==> src/rtl/counter_pkg.sv <==
`default_nettype none
// ============================================================================
// Module      : counter_pkg
// Description : Shared constants and helpers for the T-cell up/down counter.
// Revision    : 1.0 - initial release
// ============================================================================
package counter_pkg;

    localparam logic CNT_UP = 1'b1;
    localparam logic CNT_DN = 1'b0;

    // Largest legal count value; the up-count wrap point and down-count reload.
    function automatic int unsigned term_value(input int unsigned modulus);
        return modulus - 32'd1;
    endfunction

    function automatic bit params_ok(input int unsigned width, input longint unsigned modulus);
        return (width >= 1) && (modulus >= 2) && (modulus <= (64'd1 << width));
    endfunction

endpackage
`default_nettype wire

==> src/rtl/tff_cell.sv <==
`default_nettype none
// ============================================================================
// Module      : tff_cell
// Description : Single toggle flip-flop bit with asynchronous active-low reset.
// Revision    : 1.0 - initial release
// ============================================================================
module tff_cell (
    input  logic clk,
    input  logic reset,
    input  logic t,
    output logic q
);

    logic r_q;

    always_ff @(posedge clk or negedge reset) begin
        if (!reset) begin
            r_q <= 1'b0;
        end else begin
            r_q <= r_q ^ t;
        end
    end

    assign q = r_q;

endmodule
`default_nettype wire

==> src/rtl/tff_counter.sv <==
`default_nettype none
// ============================================================================
// Module      : tff_counter
// Description : Modulo-MODULUS up/down counter built from T cells, with load,
//               cascade-ready terminal count and registered wrap pulse.
// Revision    : 1.0 - initial release
// ============================================================================
module tff_counter
    import counter_pkg::*;
#(
    parameter int WIDTH   = 4,
    parameter int MODULUS = 2**WIDTH
) (
    input  logic             clk,
    input  logic             reset,
    input  logic             en,
    input  logic             up,
    input  logic             load,
    input  logic [WIDTH-1:0] d,
    output logic [WIDTH-1:0] q,
    output logic             tc,
    output logic             wrap
);

    generate
        if (!params_ok(WIDTH, MODULUS)) begin : g_param_check
            $fatal(1, "tff_counter: MODULUS must lie in 2..2**WIDTH and WIDTH >= 1");
        end
    endgenerate

    localparam logic [WIDTH-1:0] c_term = WIDTH'(term_value(MODULUS));

    logic [WIDTH-1:0] w_q;
    logic [WIDTH-1:0] w_next;
    logic [WIDTH-1:0] w_t;
    logic             w_at_top;
    logic             w_at_zero;
    logic             w_tc;
    logic             r_wrap;

    assign w_at_top  = (w_q == c_term);
    assign w_at_zero = (w_q == '0);

    always_comb begin
        w_next = w_q;
        if (load) begin
            // Out-of-range load values saturate so q never leaves 0..MODULUS-1.
            w_next = (d > c_term) ? c_term : d;
        end else if (en) begin
            if (up == CNT_UP) begin
                w_next = w_at_top ? '0 : w_q + 1'b1;
            end else begin
                w_next = w_at_zero ? c_term : w_q - 1'b1;
            end
        end
    end

    assign w_t = w_q ^ w_next;

    generate
        for (genvar i = 0; i < WIDTH; i++) begin : g_cell
            tff_cell u_cell (
                .clk   (clk),
                .reset (reset),
                .t     (w_t[i]),
                .q     (w_q[i])
            );
        end
    endgenerate

    assign w_tc = en & ~load & ((up == CNT_UP) ? w_at_top : w_at_zero);

    always_ff @(posedge clk or negedge reset) begin
        if (!reset) begin
            r_wrap <= 1'b0;
        end else begin
            r_wrap <= w_tc;
        end
    end

    assign q    = w_q;
    assign tc   = w_tc;
    assign wrap = r_wrap;

endmodule
`default_nettype wire

==> config.mk <==
export PLATFORM = sky130hd
export DESIGN_NAME = tff_counter
export DESIGN_NICKNAME = d
export VERILOG_FILES = /design/src/rtl/counter_pkg.sv /design/src/rtl/tff_cell.sv /design/src/rtl/tff_counter.sv
export SDC_FILE = /design/constraint.sdc
export NUM_CORES = 1
export LEC_CHECK = 0
export CORE_AREA = 4 4 41 43
export CTS_CLUSTER_DIAMETER = 100
export CTS_CLUSTER_SIZE = 10
export DETAILED_ROUTE_END_ITERATION = 8
export DIE_AREA = 0 0 45 47
export GPL_ROUTABILITY_DRIVEN = 0
export PLACE_DENSITY_LB_ADDON = 0.15
export SKIP_LAST_GASP = 1
export SYNTH_ARGS = -nofsm -noshare
export SYNTH_HDL_FRONTEND = slang
export SYNTH_SLANG_ARGS = --single-unit
==> constraint.sdc <==
create_clock -name clk -period 3.5 [get_ports clk]
set_input_delay 0.7 -clock clk [delete_from_list [all_inputs] [get_ports clk]]
set_output_delay 0.7 -clock clk [all_outputs]
set_load 0.02 [all_outputs]
Yosys cells after proc, flatten, opt, wreduce, memory -nomap -nowiden

Cells that the tools add are included.

Output and inout port bits: 6
Register bits: 5
Word-level logic and storage cells: 25

Multiplexer cells: 7
Order comparisons: 1
Reduce and logical (&&, ||, !) cells: 1
Bitwise operators: 8
Eq/ne operators: 1
Add/sub/neg operators: 2

Operators with widths:

| operator                                          | number |
|---|---|
| two-way mux 4 bit                                 | 6 |
| adder 4 x 1 -> 4 bit (second input constant)      | 1 |
| equality test 4 bit (second input constant)       | 1 |
| > comparator 4 bit (second input constant)        | 1 |
| zero test 4 bit                                   | 1 |
| subtractor 4 x 1 -> 4 bit (second input constant) | 1 |
| bitwise XOR 1 bit                                 | 4 |
| bitwise XOR 4 bit                                 | 1 |
| AND 1 bit                                         | 2 |
| two-way mux 1 bit                                 | 1 |
| inverter 1 bit                                    | 1 |

Logic depth before layout (Yosys ltp)

Gate-level depths: netlist (run 1).

Word-level depth: 7
Gate-level depth with buffers: 6
Depth with buffers taken out: 6

Hierarchy

From an unflattened synthesis (run 1), not the netlist that was laid out.

Cells, all modules: 46
Area, all modules: 400.4 um2

By module, submodules not included:

| module      | seq. area each (um2) | times used | area an instance (um2) | cells an instance |
|---|---|---|---|---|
| tff_counter | 25.0                 | 1          | 265.3                  | 38 |
| tff_cell    | 25.0                 | 4          | 33.8                   | 2 |

Worst setup path after synthesis (run 1)

No wires, ideal clock.

Kind: input-to-output
From: input port up
To: output port tc
Path slack: 1,321 ps
Arrival time: 1,479 ps
Stages: 4
Required time: 2,800 ps
Cells stage by stage: buf_6 nor2_1 nand3b_1 a21oi_1

Longest elaborated chain between the ends: 2

Ends and longest elaborated chain:

| element            | line              | text |
|---|---|---|
| start: declaration | tff_counter.sv:17 | `input logic up,` |
| two-way mux 1 bit  | tff_counter.sv:71 | `assign w_tc = en & ~load & ((up == CNT_UP) ? w_at_top : w_at_zero);` |
| AND 1 bit          | tff_counter.sv:71 |  |
| end: declaration   | tff_counter.sv:21 | `output logic tc,` |

Every way passes these cells.

Worst setup path in the final report (run 1)

Same ends and word-level chain as after synthesis.

==> results of run 1 <==
power breakdown:
part | switching (mW) | total [mW] | leakage (nW) | internal (mW)
Sequential | 0.0153 | 0.0803 | 0.0616 | 0.0650
Combinational | 0.0364 | 0.0839 | 0.159 | 0.0474
Clock | 0.0254 | 0.0686 | 0.0150 | 0.0432
Total | 0.0771 | 0.233 | 0.235 | 0.156
area by class of cell:
| cell class | count | area [um^2] | area share [%] |
|---|---|---|---|
| multi-input combinational | 32 | 238 | 41.7 |
| sequential | 5 | 125 | 21.9 |
| clock buffer | 4 | 26.3 | 4.61 |
| timing repair buffer | 16 | 155 | 27.2 |
| tap | 15 | 18.8 | 3.29 |
| inverter | 2 | 7.51 | 1.32 |
critical path, stage by stage:
cell             delay, ns
clkdlybuf4s50_1       0.49
nor2_1                0.20
nand3b_1              0.11
a21oi_1               0.19
clkdlybuf4s50_1       0.63
layer usage:
| metal | vias to the layer above | global-route usage [%] |
|---|---|---|
| met5 | - | 0 |
| met4 | 0 | 5.26 |
| met3 | 2 | 6.13 |
| met2 | 14 | 12.7 |
| met1 | 145 | 11.2 |
| li1 | 184 | - |
through the flow:
step | instances | total power, mW | setup WS [ns] | hold slack [ns] | area, um^2
final | 74 | 0.233 | 0.475 | 0.662 | 571
after global routing | 74 | 0.251 | 0.340 | 0.674 | 571
after CTS | 74 | 0.237 | 0.453 | 0.662 | 571
after detailed placement | 70 | 0.166 | 0.453 | 0.729 | 544
after global placement | 70 | 0.167 | 0.455 | 0.747 | 544
after floorplan | 46 | 0.143 | 1.32 | 0.404 | 424
state kept, by name, indices dropped and copies added (netlist names):
name and cells:
g_cell.u_cell.q 4, wrap 1
logic make-up (layout without fill, tap and decap cells):
| family | Yosys count | count (layout) | synth area share, % |
|---|---|---|---|
| flip-flops | 5 | 5 | 29.5 |
| XOR/XNOR | 3 | 3 | 6.20 |
| buffers and inverters | 9 | 22 | 14.5 |
| multiplexers | 3 | 3 | 8.55 |
| adder cells (fa/ha/maj) | 2 | 2 | 5.90 |
| AO/OA/AOI/OAI | 8 | 8 | 14.5 |
| AND/OR/NAND/NOR | 16 | 16 | 20.9 |
placed cells by master (no fill, tap or decap):
master,n
a221oi_2,1
inv_1,2
nand3b_1,1
a21o_1,1
ha_1,2
nand4_1,1
mux2_4,1
clkdlybuf4s50_1,14
a21oi_1,2
clkbuf_4,3
o21ai_0,2
nor2_1,3
a221o_1,1
nand2b_1,2
a311oi_1,1
nand2_2,1
nand2_1,3
dfrtp_1,5
mux2_2,1
mux2i_1,1
clkbuf_1,1
buf_4,2
nor4_1,3
xnor2_1,3
nor3b_1,2
how the worst min path moves through the flow:
stage	endpoint	depth (start not counted)	slack, ns
final	g_cell[2].u_cell.q	1	0.66
after detailed placement	wrap	2	0.73
after floorplan	g_cell[0].u_cell.q	0	0.40
after global routing	wrap	1	0.67
after CTS	wrap	1	0.66
after global placement	wrap	2	0.75
==> impl_results.rst, run 1 <==
.. list-table::
   :header-rows: 1

   * - Metric
     - Value
   * - Fmax achieved
     - 331 MHz
   * - Top routing layer in use
     - met4
   * - Remaining Overflow, GRT
     - 0
   * - Global routing usage summed across all routing layers
     - 9.43%
   * - X dimension of the die
     - 45 um
   * - Overall die height
     - 47 um
   * - H-tree depth reported by CTS
     - 1
   * - Core utilization of the finished layout
     - 43.8%
   * - Setup_tns
     - 0 ns
   * - Met2 WL
     - 333 um
   * - Crit Reg-Reg Startpoint
     - g_cell[0].u_cell.q
   * - Count of hold-fix buffers inserted at cts
     - 0
   * - Post-synth top flop
     - dfrtp_1
   * - Clk Latency, worst-skew pair
     - 0.25 ns
   * - Syn_area_per_cell
     - 9.22 um^2
   * - Remaining routing DRC violations
     - 0
   * - Starting Density
     - 32.6%
   * - Count of flip-flops with a built-in enable after synthesis
     - 0
   * - Max IR drop VDD
     - 0.252 mV
   * - Clock Skew
     - 0.00512 ns
   * - Num CTS Buffers
     - 3
   * - Leak
     - 0.235 nW
   * - Count of input and output buffers
     - 14
   * - Worst EP required
     - 2.80 ns
   * - Maximum number of pins on one net before global-route repair
     - 9
   * - Worst setup path startpoint
     - up
   * - Minimum clock period
     - 3.02 ns
   * - Metal1 wirelength
     - 418 um
   * - Maximum root-to-sink buffer count
     - 2
   * - Total number of vias
     - 345
   * - Vias in the first global route
     - 310
   * - Cell depth of the worst flop-to-flop path
     - 6
   * - Max_slew headroom
     - 82.5%
   * - Pwr/cell area
     - 408 nW/um^2
   * - Yosys synthesis warning count
     - 0
   * - Final count of hold timing violations
     - 0
   * - Post-detail-place hpwl
     - 680 um
   * - Post-cts resize count
     - 0
   * - Clk slew on worst S/H paths
     - 0.04 ns
   * - Sequential cell area fraction in the yosys report
     - 29.5%
   * - Cell row count
     - 13
   * - WL met3
     - 89 um
   * - Highest fanout seen on the critical path
     - 5
   * - IO Count
     - 15
   * - Max-capacitance violation count
     - 0
   * - Data arrival time of the critical path
     - 2.32 ns
   * - Synth cell count leaders
     - buf_4 (5), dfrtp_1 (5)
   * - Unrepaired setup endpoints after global routing
     - false
   * - Path category of the worst min-delay check
     - input port to async pin
   * - Cell taking the most area after synthesis
     - dfrtp_1
   * - Fraction of layout cells with a size suffix above 1
     - 15.3%
   * - Total length of routed wires
     - 852 um
   * - Clock sink count
     - 5
   * - Total of endpoints with negative setup slack in the final report
     - 0
   * - Category of the worst setup path launch point
     - input port
   * - Area share of the leading cell type in the synthesized netlist
     - 29.5%
   * - Core ar.
     - 1300 um^2
   * - First-pass GRT wire length
     - 1.34 mm
   * - Mapped Area
     - 424 um^2
   * - Final antenna-violating net count
     - 0
   * - Gate count of the mapped netlist
     - 46
   * - CTS root buf
     - clkbuf_4
   * - Antenna violations before repair
     - 0
   * - Total of fill cells in the finished design
     - 133
   * - First-pass DRT Iterations
     - 4
   * - Final-report max-slew violation count
     - 0
   * - Largest cells by area after synthesis
     - dfrtp_1 (29%), buf_4 (8.8%), xnor2_1 (6.2%)
   * - TritonCTS clock tree
     - built
   * - Async set or reset register ratio after synthesis
     - 100%
   * - Total number of nets in the final design
     - 71
   * - End point of the critical path
     - tc
   * - Worst R2R End
     - g_cell[3].u_cell.q
   * - Setup slack of the worst register-to-register path
     - 1.74 ns
   * - Per-cell routed wire length
     - 11.5 um
   * - Inserted Diodes
     - 0
   * - Total of flip-flops plus latches after synthesis
     - 5
   * - Yosys cell types
     - 24
   * - Endpoint kind of the worst setup timing path
     - output port
   * - Status
     - completed
   * - Overall die area
     - 2120 um^2
   * - Initial drt markers
     - 9
   * - Part of the cycle the worst path needs
     - 86.4%
   * - Synthesized net count
     - 57
   * - Slew @ Worst Pin
     - 0.261 ns
   * - Number of buffers inserted by post-CTS setup repair
     - 0
   * - WS Path Type
     - input port to output port
   * - Layout-stage area growth over the synthesis result
     - 34.5%
   * - Number of vias per cell
     - 4.66
(Power assumes the default switching activity.)
==> inputs of run 2 (changes only) <==
Settings changed: ABC_CLOCK_PERIOD_IN_PS set to 3500, SETUP_SLACK_MARGIN set to 0.02.
==> results of run 2 <==
No change in the layout: final DEF, timing and power equal those of run 1.
==> inputs of run 3 (changes only) <==
Settings changed: GPL_TIMING_DRIVEN set to 0.
==> impl_results.rst, run 3 (synthesis results as in run 1) <==
.. list-table::
   :header-rows: 1

   * - Metric
     - Value
   * - Footprint of the multi-input gates
     - 238 um^2 (unchanged)
   * - Starting Density
     - 32.6% (unchanged)
   * - Count of hold-fix buffers inserted at cts
     - 0 (unchanged)
   * - Overall die area
     - 2120 um^2 (unchanged)
   * - Data arrival time of the critical path
     - 2.24 ns (-0.08 ns)
   * - Clk slew on worst S/H paths
     - 0.04 ns (about the same)
   * - Number of buffers inserted by post-CTS setup repair
     - 0 (unchanged)
   * - Status
     - completed
   * - First-pass DRT Iterations
     - 4 (unchanged)
   * - Most frequent cells in the layout
     - clkdlybuf4s50_1 (12), buf_4 (5), dfrtp_1 (5)
   * - Fmax achieved
     - 341 MHz (+3.0%)
   * - Layout-stage area growth over the synthesis result
     - 38.9%
   * - WS Path Type
     - input port to output port
   * - Pwr/cell area
     - 411 nW/um^2 (+0.78%)
   * - Per-cell routed wire length
     - 11.3 um (-1.6%)
   * - Vias in the first global route
     - 315 (+1.6%)
   * - Fraction of layout cells with a size suffix above 1
     - 22.6% (+7.3 points)
   * - Num CTS Buffers
     - 3 (unchanged)
   * - Remaining Overflow, GRT
     - 0 (unchanged)
   * - Final antenna-violating net count
     - 0 (unchanged)
   * - Total of fill cells in the finished design
     - 133 (unchanged)
   * - Worst EP required
     - 2.80 ns (about the same)
   * - Cell depth of the worst flop-to-flop path
     - 6 (unchanged)
   * - Core ar.
     - 1300 um^2 (unchanged)
   * - Most Used Layer, Global Route
     - met2
   * - Critical path, cell by cell
     - clkdlybuf4s50_1 > nand2b_1 > a21oi_1 > clkdlybuf4s50_1
   * - Endpoint kind of the worst setup timing path
     - output port
   * - Most used cell, CP
     - clkdlybuf4s50_1
   * - Overall die height
     - 47 um (unchanged)
   * - Max IR drop VDD
     - 0.272 mV (+8.1%)
   * - Overall power after layout
     - 242 uW (+4.1%)
   * - Clock Skew
     - 0.000273 ns (-0.00484 ns)
   * - Routing usage on met2
     - 13.0% (+0.28 points)
   * - Count of input and output buffers
     - 12 (-2)
   * - Maximum number of pins on one net before global-route repair
     - 10 (+1)
   * - H-tree depth reported by CTS
     - 1 (unchanged)
   * - Max-capacitance violation count
     - 0 (unchanged)
   * - CTS root buf
     - clkbuf_4
   * - Gate family responsible for the most delay along the worst path
     - buffers and inverters
   * - Initial drt markers
     - 7 (-2)
   * - Crit path buffers/inverters
     - 2 (unchanged)
   * - Met3 track utilization from global routing
     - 6.51% (+0.38 points)
   * - Remaining routing DRC violations
     - 0 (unchanged)
   * - Final count of hold timing violations
     - 0 (unchanged)
   * - Part of the cycle the worst path needs
     - 83.9% (-2.5 points)
   * - Unrepaired setup endpoints after global routing
     - false
   * - Total number of nets in the final design
     - 74 (+4.2%)
   * - Global routing usage summed across all routing layers
     - 9.44% (about the same)
   * - X dimension of the die
     - 45 um (unchanged)
   * - Worst-path cell with the longest stage delay
     - clkdlybuf4s50_1
   * - Setup_tns
     - 0 ns (unchanged)
   * - Antenna violations before repair
     - 0 (unchanged)
   * - Delay of the slowest cell on the worst path
     - 0.63 ns (about the same)
   * - Crit path depth
     - 4 (-1)
   * - IO Count
     - 15 (unchanged)
   * - Post-cts resize count
     - 0 (unchanged)
   * - Path category of the worst min-delay check
     - input port to async pin
   * - Final-report max-slew violation count
     - 0 (unchanged)
   * - Maximum root-to-sink buffer count
     - 2 (unchanged)
   * - Leading cell type in the layout, fill and taps excluded
     - clkdlybuf4s50_1
   * - Slew @ Worst Pin
     - 0.260 ns (-0.000548 ns)
   * - Minimum clock period
     - 2.94 ns (-0.0889 ns)
   * - First-pass GRT wire length
     - 1.37 mm (+2.6%)
   * - Total number of vias
     - 383 (+11%)
   * - Number of vias per cell
     - 4.97 (+6.7%)
   * - Total length of routed wires
     - 872 um (+2.3%)
   * - Inserted Diodes
     - 0 (unchanged)
   * - Total of endpoints with negative setup slack in the final report
     - 0 (unchanged)
   * - TritonCTS clock tree
     - built
   * - Clock sink count
     - 5 (unchanged)
   * - Cell row count
     - 13 (unchanged)
   * - Category of the worst setup path launch point
     - input port
   * - Total area of sequential cells
     - 125 um^2 (unchanged)
   * - Highest fanout seen on the critical path
     - 6 (+1)
   * - Met1 demand-to-capacity share in global routing
     - 11.5% (+0.26 points)
   * - Leak
     - 0.253 nW (+7.3%)
   * - Max_slew headroom
     - 82.6% (+0.14 points)
   * - Clk Latency, worst-skew pair
     - 0.24 ns (about the same)
   * - Number of flip-flops under the largest register name
     - 4 (unchanged)
[run 3: changes by cell type in the layout (fill, tap and decap cells not counted), sizes merged]
cell and delta:
clkbuf +1, buf +4, clkdlybuf4s50 -2
[run 3: routing by layer]
| metal | part of all wire, % | vias to the layer above |
|---|---|---|
| met5 | 0 | - |
| li1 | - | 191 |
| met3 | 11 | 2 |
| met1 | 45 | 173 |
| met4 | 1.4 | 0 |
| met2 | 43 | 17 |
[run 3: cell type report]
class | instances | share of cell area, %
multi-input cells | 32 | 40.3
well taps | 15 | 3.18
flip-flops and latches | 5 | 21.2
repair buffers | 12 | 20.4
clock buffers | 4 | 4.46
plain buffers | 7 | 9.13
inverters | 2 | 1.27
[run 3: through the flow]
stage / setup slack, ns / area [um^2] / cells / utilization (%) / hold WS [ns]
final: 0.564 / 589 / 77 / 45.3 / 0.671
after global routing: 0.462 / 589 / 77 / 45.3 / 0.680
after CTS: 0.556 / 589 / 77 / 45.3 / 0.671
after detailed placement: 0.561 / 563 / 73 / 43.3 / 0.739
after global placement: 0.555 / 563 / 73 / 43.3 / 0.736
after floorplan: 1.32 / 424 / 46 / - / 0.404
[run 3: path summary, 6_finish.rpt]
path	startpoint	end	slack (ns)
max	en	tc	0.56
min	reset	g_cell[1].u_cell.q	0.67
max reg2reg	g_cell[0].u_cell.q	g_cell[3].u_cell.q	1.75
min reg2reg	g_cell[3].u_cell.q	wrap	0.75
max in group asynchronous	reset	g_cell[0].u_cell.q	2.65
min in group clk	g_cell[3].u_cell.q	wrap	0.75
[run 3: report_power, final]
part / internal (mW) / total [mW] / switching [mW]
Sequential: 0.0650 / 0.0769 / 0.0118
Combinational: 0.0562 / 0.0982 / 0.0420
Clock: 0.0431 / 0.0672 / 0.0240
